## src/rtl/opensync_sync_info_extract.sv

```systemverilog
// OpenSync sync-info extractor: passes the receive byte stream through with one cycle of
// latency and reports dispatch pit / compensated local time from m/s-to-m/s sync frames.
module opensync_sync_info_extract #(
    parameter int unsigned DISPATCH_PIT_OFFSET = 16,
    parameter int unsigned CORRECT_TIME_OFFSET = 24,
    parameter logic [15:0] ETHERTYPE           = 16'hFF01,
    parameter logic [7:0]  MSG_TYPE            = 8'h06,
    parameter logic [7:0]  MSG_SUBTYPE         = 8'h03
) (
    input  logic        i_clk,
    input  logic        i_rst_n,
    input  logic [7:0]  iv_data,
    input  logic        i_data_wr,
    output logic [7:0]  ov_data,
    output logic        o_data_wr,
    output logic [63:0] ov_dispatch_pit,
    output logic [63:0] ov_correct_time,
    output logic [63:0] ov_time_offset,
    output logic        o_sync_info_valid,
    output logic        o_sync_short_err,
    output logic [15:0] ov_sync_pkt_cnt,
    output logic [15:0] ov_sync_err_cnt
);

    typedef enum logic [2:0] {
        ST_RESYNC,
        ST_IDLE,
        ST_HEADER,
        ST_CAPTURE,
        ST_WAIT_END,
        ST_DISCARD
    } state_e;

    localparam logic [10:0] PIT_FIRST    = 11'(DISPATCH_PIT_OFFSET);
    localparam logic [10:0] PIT_LAST     = 11'(DISPATCH_PIT_OFFSET + 7);
    localparam logic [10:0] TIME_FIRST   = 11'(CORRECT_TIME_OFFSET);
    localparam logic [10:0] TIME_LAST    = 11'(CORRECT_TIME_OFFSET + 7);
    localparam logic [10:0] CAP_LAST     = (PIT_LAST > TIME_LAST) ? PIT_LAST : TIME_LAST;
    localparam logic [10:0] HDR_LAST     = 11'd15;
    localparam logic [10:0] BYTE_CNT_MAX = 11'h7FF;

    state_e      state_q;
    logic [10:0] byte_cnt_q, byte_cnt_d;
    logic [7:0]  data_q;
    logic        data_wr_q;
    logic [63:0] pit_sh_q, time_sh_q;
    logic [63:0] pit_q, time_q, offset_q;
    logic        sync_info_valid_q, short_err_q;
    logic [15:0] pkt_cnt_q, err_cnt_q;

    logic        hdr_byte_ok;
    logic        in_pit, in_time;

    // NOTE: every always_comb output gets a default first so no path can infer a latch.
    always_comb begin
        byte_cnt_d = byte_cnt_q;
        if (!i_data_wr) begin
            byte_cnt_d = '0;
        end else if (byte_cnt_q != BYTE_CNT_MAX) begin
            byte_cnt_d = byte_cnt_q + 11'd1;
        end
    end

    always_comb begin
        hdr_byte_ok = 1'b1;
        case (byte_cnt_q)
            11'd12:  hdr_byte_ok = (iv_data == ETHERTYPE[15:8]);
            11'd13:  hdr_byte_ok = (iv_data == ETHERTYPE[7:0]);
            11'd14:  hdr_byte_ok = (iv_data == MSG_TYPE);
            11'd15:  hdr_byte_ok = (iv_data == MSG_SUBTYPE);
            default: hdr_byte_ok = 1'b1;
        endcase
    end

    assign in_pit  = (byte_cnt_q >= PIT_FIRST)  && (byte_cnt_q <= PIT_LAST);
    assign in_time = (byte_cnt_q >= TIME_FIRST) && (byte_cnt_q <= TIME_LAST);

    // NOTE: sequential state uses non-blocking assignments only, so every register
    // samples the pre-edge value of every other register regardless of statement order.
    always_ff @(posedge i_clk or negedge i_rst_n) begin
        if (!i_rst_n) begin
            byte_cnt_q <= '0;
            data_q     <= '0;
            data_wr_q  <= 1'b0;
        end else begin
            byte_cnt_q <= byte_cnt_d;
            data_q     <= i_data_wr ? iv_data : 8'h00;
            data_wr_q  <= i_data_wr;
        end
    end

    // Frame parser; the byte seen in IDLE is always byte 0 because every path into IDLE
    // is taken on an idle cycle.
    always_ff @(posedge i_clk or negedge i_rst_n) begin
        if (!i_rst_n) begin
            state_q           <= ST_RESYNC;
            pit_sh_q          <= '0;
            time_sh_q         <= '0;
            pit_q             <= '0;
            time_q            <= '0;
            offset_q          <= '0;
            sync_info_valid_q <= 1'b0;
            short_err_q       <= 1'b0;
            pkt_cnt_q         <= '0;
            err_cnt_q         <= '0;
        end else begin
            sync_info_valid_q <= 1'b0;
            short_err_q       <= 1'b0;
            case (state_q)
                ST_RESYNC: begin
                    if (!i_data_wr) begin
                        state_q <= ST_IDLE;
                    end
                end
                ST_IDLE: begin
                    if (i_data_wr) begin
                        state_q   <= ST_HEADER;
                        pit_sh_q  <= '0;
                        time_sh_q <= '0;
                    end
                end
                ST_HEADER: begin
                    if (!i_data_wr) begin
                        state_q <= ST_IDLE;
                    end else if (!hdr_byte_ok) begin
                        state_q <= ST_DISCARD;
                    end else if (byte_cnt_q == HDR_LAST) begin
                        state_q <= ST_CAPTURE;
                    end
                end
                ST_CAPTURE: begin
                    if (!i_data_wr) begin
                        short_err_q <= 1'b1;
                        err_cnt_q   <= err_cnt_q + 16'd1;
                        state_q     <= ST_IDLE;
                    end else begin
                        if (in_pit) begin
                            pit_sh_q <= {pit_sh_q[55:0], iv_data};
                        end
                        if (in_time) begin
                            time_sh_q <= {time_sh_q[55:0], iv_data};
                        end
                        if (byte_cnt_q == CAP_LAST) begin
                            state_q <= ST_WAIT_END;
                        end
                    end
                end
                ST_WAIT_END: begin
                    if (!i_data_wr) begin
                        pit_q             <= pit_sh_q;
                        time_q            <= time_sh_q;
                        offset_q          <= pit_sh_q - time_sh_q;
                        sync_info_valid_q <= 1'b1;
                        pkt_cnt_q         <= pkt_cnt_q + 16'd1;
                        state_q           <= ST_IDLE;
                    end
                end
                ST_DISCARD: begin
                    if (!i_data_wr) begin
                        state_q <= ST_IDLE;
                    end
                end
                default: state_q <= ST_RESYNC;
            endcase
        end
    end

    assign ov_data           = data_q;
    assign o_data_wr         = data_wr_q;
    assign ov_dispatch_pit   = pit_q;
    assign ov_correct_time   = time_q;
    assign ov_time_offset    = offset_q;
    assign o_sync_info_valid = sync_info_valid_q;
    assign o_sync_short_err  = short_err_q;
    assign ov_sync_pkt_cnt   = pkt_cnt_q;
    assign ov_sync_err_cnt   = err_cnt_q;

endmodule

```

## config.mk

```make
export PLATFORM = sky130hd
export DESIGN_NAME = opensync_sync_info_extract
export DESIGN_NICKNAME = d
export VERILOG_FILES = /design/src/rtl/opensync_sync_info_extract.sv
export SDC_FILE = /design/constraint.sdc
export NUM_CORES = 1
export LEC_CHECK = 0
export BUFFER_PORTS_ARGS = -buffer_cell sky130_fd_sc_hd__clkbuf_2
export CORE_MARGIN = 2
export CORE_UTILIZATION = 35
export CTS_CLUSTER_DIAMETER = 50
export DETAILED_ROUTE_END_ITERATION = 12
export HOLD_SLACK_MARGIN = 0.03
export SETUP_SLACK_MARGIN = 0.15
export SYNTH_ARGS = -nofsm -noshare
export SYNTH_HDL_FRONTEND = slang
export SYNTH_SLANG_ARGS = --single-unit
```

## constraint.sdc

```tcl
create_clock -name i_clk -period 3.1 [get_ports i_clk]
set_input_delay 0 -clock i_clk [delete_from_list [all_inputs] [get_ports i_clk]]
set_output_delay 0 -clock i_clk [all_outputs]
set_load 0.01 [all_outputs]
```

After elaboration in Yosys (flattened, before gate mapping). Cells that the tools add are included. W data, S select, Z words.

Output and inout port bits: 235. Bits of input ports: 11. Register bits: 377. Logic and storage cells: 77.

Bitwise operators: 1. Mux-type cells: 22. Equal/unequal tests: 23. Reduce and logical (&&, ||, !) cells: 10. Add/subtract/negate cells: 4. Order comparisons: 4.

Operators with widths (number): $mux W64 (5); $pmux W64 S2 (2); $sub A64 B64 Y64 (1); $eq A11 B4 Y1 const B (4); $add A16 B1 Y16 const B (2); $ge A11 B5 Y1 const B (2); $le A11 B5 Y1 const B (2); $mux W11 (2); $mux W3 (7); $pmux W3 S4 (1); $reduce_and A4 Y1 (3); $add A11 B1 Y11 const B (1); $eq A11 B5 Y1 const B (1); $ne A11 B11 Y1 const B (1); $ne A2 B2 Y1 const B (5); $eq A8 B1 Y1 const B (1); $eq A8 B2 Y1 const B (1); $eq A8 B3 Y1 const B (1); $eq A8 B8 Y1 const B (1); $mux W8 (1); $eq A3 B2 Y1 const B (2); $eq A3 B3 Y1 const B (2); $ne A4 B4 Y1 const B (1); $pmux W1 S4 (1); 10 further kinds (14).

Longest topological paths before layout. Gate-level depths: netlist (run 1).

Depth in word-level cells: 5. Mapped depth: 13. Depth with buffers taken out: 13.

Worst setup path before layout (run 1). Ideal clock, no wire load.

Path type: flip-flop to flip-flop. Start: reg pit_sh_q[0]. End: reg offset_q[60], in the netlist ov_time_offset[60]. Stages on the path, launching flop included: 14. Path slack: 159 ps. Arrival: 2819 ps. Required time: 2978 ps. Setup time: 122 ps. Buffers on the path: 0. Period minus slack after synthesis: 2941 ps. Cell sequence: dfrtp_1 -> inv_1 -> ha_1 -> fa_1 -> nor2b_1 -> o211ai_1 -> a21boi_1 -> o211ai_1 -> a211oi_2 -> o2111ai_2 -> a2111oi_1 -> o21ai_1 -> mux2i_1 -> nand2_1.

Word-level cells in the longest chain between the ends: 1.

RTL lines: start: declaration (line 46) `logic [63:0] pit_sh_q, time_sh_q;`; start signal: assignment (line 138) `pit_sh_q <= {pit_sh_q[55:0], iv_data};`; $sub A64 B64 Y64 (line 152) `offset_q <= pit_sh_q - time_sh_q;`; end signal: assignment (line 152); end: declaration (line 47) `logic [63:0] pit_q, time_q, offset_q;`.

Every way passes these cells. A chain may end at the register's enable or synchronous reset.

Final worst setup path (run 1).
Start: reg time_sh_q[9]. End: reg offset_q[50], in the netlist ov_time_offset[50].

Word-level cells in the longest chain between the ends: 1.

RTL lines: start: declaration (line 46); start signal: assignment (line 141) `time_sh_q <= {time_sh_q[55:0], iv_data};`; $sub A64 B64 Y64 (line 152).

Every way passes these cells.

==> flow_summary.ini, run 1 <==
[die]
rows = 84
core_mm2 = 0.0523
ioPinCount = 246
start_util_pct = 35.3
die_x_um = 234
dieArea_mm2 = 0.0546
die_y_um = 234

[finish]
drive_gt1_share_pct = 26.7
utilization_pct = 46.3
layout_common_cells = nand2_1, dfrtp_1, clkbuf_2
fillers = 5056
final_cells = 3118
multiInputGateArea_mm2 = 0.00894
num_antenna_cells = 0
fin_nets = 2475
area_delta_synth_final_pct = 31.3
regArea_mm2 = 0.00943
final_common_cell = nand2_1

[timing]
timing.final.crit_share_pct = 98.4
worst_slew_pin_slew_ns = 0.814
relSlewSlack_pct = 45.7
maxSlewViolCount = 0
period_needed_ns = 3.05
fin_skew_ns = 0.0241
timing.fmax_ghz = 0.328
rsz0062_at_grt = true
setup_violations = 0
finalSetupTns_ns = 0
final_hold_viol_count = 0
setup_slack_ns = 0.0499

[route]
wl_per_cell_um = 18.5
drcViolationCount = 0
drt_iter0_drc = 898
viasPerCell = 5.04
wirelength_um = 57500
vias = 15706
dr.pass1.iters = 5
drtAntennaViolNets = 0

[setup_path]
cp-start-kind = register
required_ns = 3.55
arrival_ns = 3.50
worst-setup-path-type = reg2reg
crit_path_end_kind = register
worstPathMaxFanout = 4

[clocking]
clkSlewWorstSetupHoldPaths_ns = 0.06
htreeDepth = 2
cts.sinks = 377
cts_buffer_depth = 3
cts_buffers = 48
cts_tree = yes
clk_latency_ns = 0.58
root_buffer = clkbuf_16

[global_route]
grt_pass1_wl_um = 88000
grt_pass1_vias = 15556
antenna_found_initial = 0
grt_usage_pct = 20.6
grt_max_degree = 177
grt-ovfl-total = 0

[run_status]
outcome = finished clean

[synth]
synth_seq_cells = 377
synth-edff-count = 0
synth.avg_cell_area_um2 = 9.21
ys_seq_area_share_pct = 51.1
synthCells = 2004
syn-cell-area_mm2 = 0.0185
ys_types = 75
synth_nets = 2085
yosysWarningCount = 0
synthArstFlopShare_pct = 100
synth_ff_type = dfrtp_1

[placement]
dp_hpwl_um = 41500
place_ws_ns = -0.304
place.gp.congestion = 0.893
dpl.cell_count = 2998
port-buffer-count = 245

[power]
peakVddDrop_uv = 464
leakagePower_nw = 12.3
pwr_density_cell_mw_per_mm2 = 1000
power.total_mw = 24.3

[job]
maxCapViolCount = 0

[min_path]
min_path_type = in2async
==> registers in the layout (all words and copies together), names as in the netlist <==
signal	cells
byte_cnt_q	11
ov_dispatch_pit	64
o_data_wr	1
ov_sync_pkt_cnt	16
ov_data	8
ov_sync_err_cnt	16
o_sync_short_err	1
pit_sh_q	64
time_sh_q	64
o_sync_info_valid	1
ov_correct_time	64
state_q	3
ov_time_offset	64
==> worst paths after layout <==
path | startpoint | end | slack, ns | depth (start not counted)
worst min-delay path | i_rst_n | ov_dispatch_pit[31] | 0.03 | 2
min in group i_clk | iv_data[4] | time_sh_q[4] | 0.29 | 4
worst max register to register | time_sh_q[9] | ov_time_offset[50] | 0.05 | 14
max in group asynchronous | i_rst_n | ov_time_offset[3] | 2.10 | 3
worst min register to register | ov_sync_pkt_cnt[15] | ov_sync_pkt_cnt[15] | 0.46 | 1
worst max-delay path | time_sh_q[9] | ov_time_offset[50] | 0.05 | 14
==> where the power goes <==
part	internal [mW]	switching [mW]	total (mW)
combinational	5.68	6.23	11.9
clock	3.52	2.24	5.76
sequential	5.91	0.702	6.62
==> cell usage after synthesis, types with 5 or more instances <==
cell type | number | area (um^2)
o21bai_1 | 9 | 67.6
buf_2 | 6 | 30.0
a31oi_1 | 11 | 68.8
nor2_1 | 63 | 236
a21oi_1 | 67 | 335
nand4_1 | 37 | 231
a21boi_0 | 7 | 52.6
nand2b_1 | 8 | 50.1
buf_4 | 5 | 37.5
nor2b_1 | 6 | 37.5
a22o_1 | 65 | 569
xor2_1 | 40 | 350
and3_1 | 7 | 43.8
nand3_1 | 28 | 140
inv_1 | 89 | 334
and2_1 | 24 | 150
ha_1 | 69 | 863
o21ai_0 | 223 | 1120
dfrtp_1 | 377 | 9430
o211ai_1 | 8 | 60.1
nand2_1 | 520 | 1950
clkbuf_1 | 98 | 368
nor3_1 | 25 | 125
a21o_1 | 45 | 338
o21a_1 | 11 | 82.6
or3_1 | 9 | 56.3
o21ai_1 | 8 | 40.0
xnor2_1 | 51 | 447
==> logic make-up (layout without fill, tap and decap cells) <==
kind of cell | after synthesis | after routing | share of synthesized area (%)
muxes | 7 | 7 | 0.407
AOI/OAI and AO/OA | 510 | 510 | 17.7
DFF | 377 | 377 | 51.1
adders and majority gates | 70 | 70 | 4.79
and+or+nand+nor | 744 | 744 | 17.2
xor gates and xnor gates | 91 | 91 | 4.32
buffers and inverters | 205 | 631 | 4.49
==> critical path, cell delays in order, from the launching register on <==
cell and delay [ns]:
dfrtp_1 0.42, inv_2 0.09, ha_4 0.20, a21o_1 0.20, a31oi_4 0.17, o22ai_1 0.12, nor2_2 0.15, buf_4 0.14
a211oi_2 0.05, buf_4 0.16, o2111ai_4 0.24, nand2_2 0.11, a211o_4 0.39, nor4b_4 0.14, or3_1 0.35
==> timing repair <==
item                       CTS  global route
pin swaps                   31            48
gates cloned                 0             0
hold endpoints to repair   260             0
setup endpoints to repair   33            37
buffers inserted            13            11
hold buffers                10             0
resized for setup           59            96
==> area by class of cell <==
class,instances,area share [%]
sequential,377,38.9
inverter,90,1.39
multi-input combinational,1422,36.9
tap,688,3.55
timing repair buffer,455,12.4
clock buffer,66,5.78
clock inverter,20,1.06
==> routing by layer <==
layer	global-route usage [%]	vias up	wire length, um
li1	-	7632	-
met4	6.98	0	1780
met1	27.8	7628	26100
met3	3.81	103	2590
met2	33.3	343	27100
met5	0	-	0
==> metrics by stage <==
step | hold WS [ns] | area, um^2
finish | 0.0312 | 24200
global route | 0.111 | 24200
CTS | 0.0479 | 23700
detailed placement | 0.0678 | 21500
global placement | 0.0632 | 21500
floorplan | -0.296 | 18500
No activity file was read; power rests on OpenSTA's default activity.
==> inputs of run 2 (changes only) <==
--- a/config.mk
+++ b/config.mk
@@ -6,7 +6,7 @@
 export NUM_CORES = 1
 export LEC_CHECK = 0
 export BUFFER_PORTS_ARGS = -buffer_cell sky130_fd_sc_hd__clkbuf_2
-export CORE_MARGIN = 2
+export CORE_MARGIN = 8
 export CORE_UTILIZATION = 35
 export CTS_CLUSTER_DIAMETER = 50
 export DETAILED_ROUTE_END_ITERATION = 12
==> run 2 against run 1 <==
Net effect: wire length increased by 2.7%; die area increased by 11%; worst hold slack improved by 0.024 ns; clock power decreased by 0.7%; sequential share of layout area increased by 0.28 points; combinational power about the same; clock skew increased by 0.0015 ns; count of clock-buffer cells in the layout unchanged; first-iteration DRC count increased by 2.4%; core utilization decreased by 0.33 points; final area decreased by 0.71%; critical path type unchanged; largest cell class unchanged.
==> flow_summary.ini, run 2 (synthesized netlist as in run 1, its figures left out) <==
[run_status]
outcome = finished clean

[power]
p_sw_share_pct = 38.1
pwr_density_cell_mw_per_mm2 = 994
leakagePower_nw = 12.3
peakVddDrop_uv = 717
power_frac_comb_pct = 48.4
power.switching_mw = 9.11
power_frac_clock_pct = 23.9
p_seq_share_pct = 27.7
power.internal_mw = 14.8

[clocking]
cts_tree = yes
clk_latency_ns = 0.59
htreeDepth = 2
root_buffer = clkbuf_16
cts.sinks = 377
cts_buffers = 50
cts_buffer_depth = 3
clkSlewWorstSetupHoldPaths_ns = 0.06

[setup_path]
worstPathMaxFanout = 3
rrSetupSlack_ns = 0.04
required_ns = 3.56
worst-setup-path-type = reg2reg
arrival_ns = 3.52
crit_path_end_kind = register
cp-start-kind = register

[timing]
timing.fmax_ghz = 0.327
fin_skew_ns = 0.0256
final_hold_viol_count = 0
relSlewSlack_pct = 48.3
setup_violations = 0
holdWs_ns = 0.0552
worst_slew_pin_slew_ns = 0.776
period_needed_ns = 3.06
rsz0062_at_grt = true
maxSlewViolCount = 0
timing.final.crit_share_pct = 98.8
finalSetupTns_ns = 0

[route]
wl_per_cell_um = 18.9
dr.pass1.iters = 5
viasPerCell = 5.07
drcViolationCount = 0
drtAntennaViolNets = 0
wirelength_um = 59100
vias = 15817
drt_iter0_drc = 920

[global_route]
antenna_found_initial = 0
grt_pass1_vias = 16056
grt_pass1_wl_um = 93400
grt_usage_pct = 19.4
grt_max_degree = 168
grt-ovfl-total = 0

[finish]
multiInputGateArea_mm2 = 0.00880
fin_nets = 2476
fillers = 5113
final_common_cell = nand2_1
num_antenna_cells = 0
regArea_mm2 = 0.00944
final_cells = 3120
utilization_pct = 46.0
area_delta_synth_final_pct = 30.4
layout_common_cells = nand2_1, dfrtp_1, clkbuf_2
drive_gt1_share_pct = 26.7

[die]
dieArea_mm2 = 0.0603
die_x_um = 246
rows = 84
ioPinCount = 246
core_mm2 = 0.0523
start_util_pct = 35.3
die_y_um = 246

[placement]
place.gp.congestion = 0.883
dpl.cell_count = 2996
port-buffer-count = 245
dp_hpwl_um = 43400

[min_path]
min_path_type = in2async

[job]
maxCapViolCount = 0
[run 2: power groups by stage]
stage | clock network, mW | registers [mW] | logic (mW)
6_report | 5.72 | 6.61 | 11.6
3_3_place_gp | 0 | 6.65 | 9.74
3_5_place_dp | 0 | 6.68 | 9.76
4_1_cts | 5.87 | 6.61 | 10.7
5_1_grt | 6.09 | 6.75 | 12.5
2_1_floorplan | 0 | 6.96 | 4.90
[run 2: layout make-up]
cell class                      count  area share, %
Clock inverter                     23           1.06
Tap cell                          688           3.58
Clock buffer                       66           5.79
Multi-Input combinational cell   1422           36.6
Inverter                           90           1.40
Sequential cell                   377           39.2
Timing Repair Buffer              454           12.4
[run 2: metrics by stage]
| step | setup slack, ns | power (mW) | area, um^2 |
|---|---|---|---|
| after floorplan | 0.159 | 11.9 | 18500 |
| after global placement | -0.249 | 16.4 | 21500 |
| after detailed placement | -0.257 | 16.4 | 21500 |
| after CTS | -0.0306 | 23.2 | 23600 |
| after global routing | -0.159 | 25.4 | 24100 |
| final | 0.0373 | 23.9 | 24100 |
[run 2: worst paths after layout]
kind,start,endpoint,depth (start not counted)
min,i_rst_n,ov_time_offset[38],2
max in group asynchronous,i_rst_n,time_sh_q[48],3
min reg2reg,ov_sync_pkt_cnt[15],ov_sync_pkt_cnt[15],1
min in group i_clk,iv_data[5],pit_sh_q[5],3
max,time_sh_q[0],ov_time_offset[60],15
max reg2reg,time_sh_q[0],ov_time_offset[60],15
[run 2: per-layer routing]
layer / up-vias / track usage (%) / wire length, um
li1: 7647 / - / -
met1: 7700 / 25.4 / 25900
met2: 376 / 32.5 / 28800
met3: 94 / 3.79 / 3150
met4: 0 / 5.00 / 1300
met5: - / 0 / 0
[run 2: what timing repair did]
| item | in CTS | in global routing |
|---|---|---|
| hold buffers | 10 | 0 |
| cloned | 0 | 0 |
| resized for setup | 47 | 95 |
| pin swaps | 27 | 41 |
| setup endpoints to repair | 32 | 36 |
| setup buffers | 10 | 15 |
| hold endpoints to repair | 182 | 0 |
[run 2: worst max-delay path, cell delays in order (launching register included)]
cell and delay, ns:
dfrtp_1 0.41, ha_4 0.18, fa_2 0.35, nor2b_2 0.14
o211ai_1 0.11, a21boi_2 0.18, o211ai_1 0.10, buf_4 0.16
a211oi_2 0.21, buf_4 0.17, o2111ai_4 0.15, a2111oi_4 0.37
buf_4 0.17, o21ai_2 0.05, mux2i_1 0.15, nand2_1 0.06
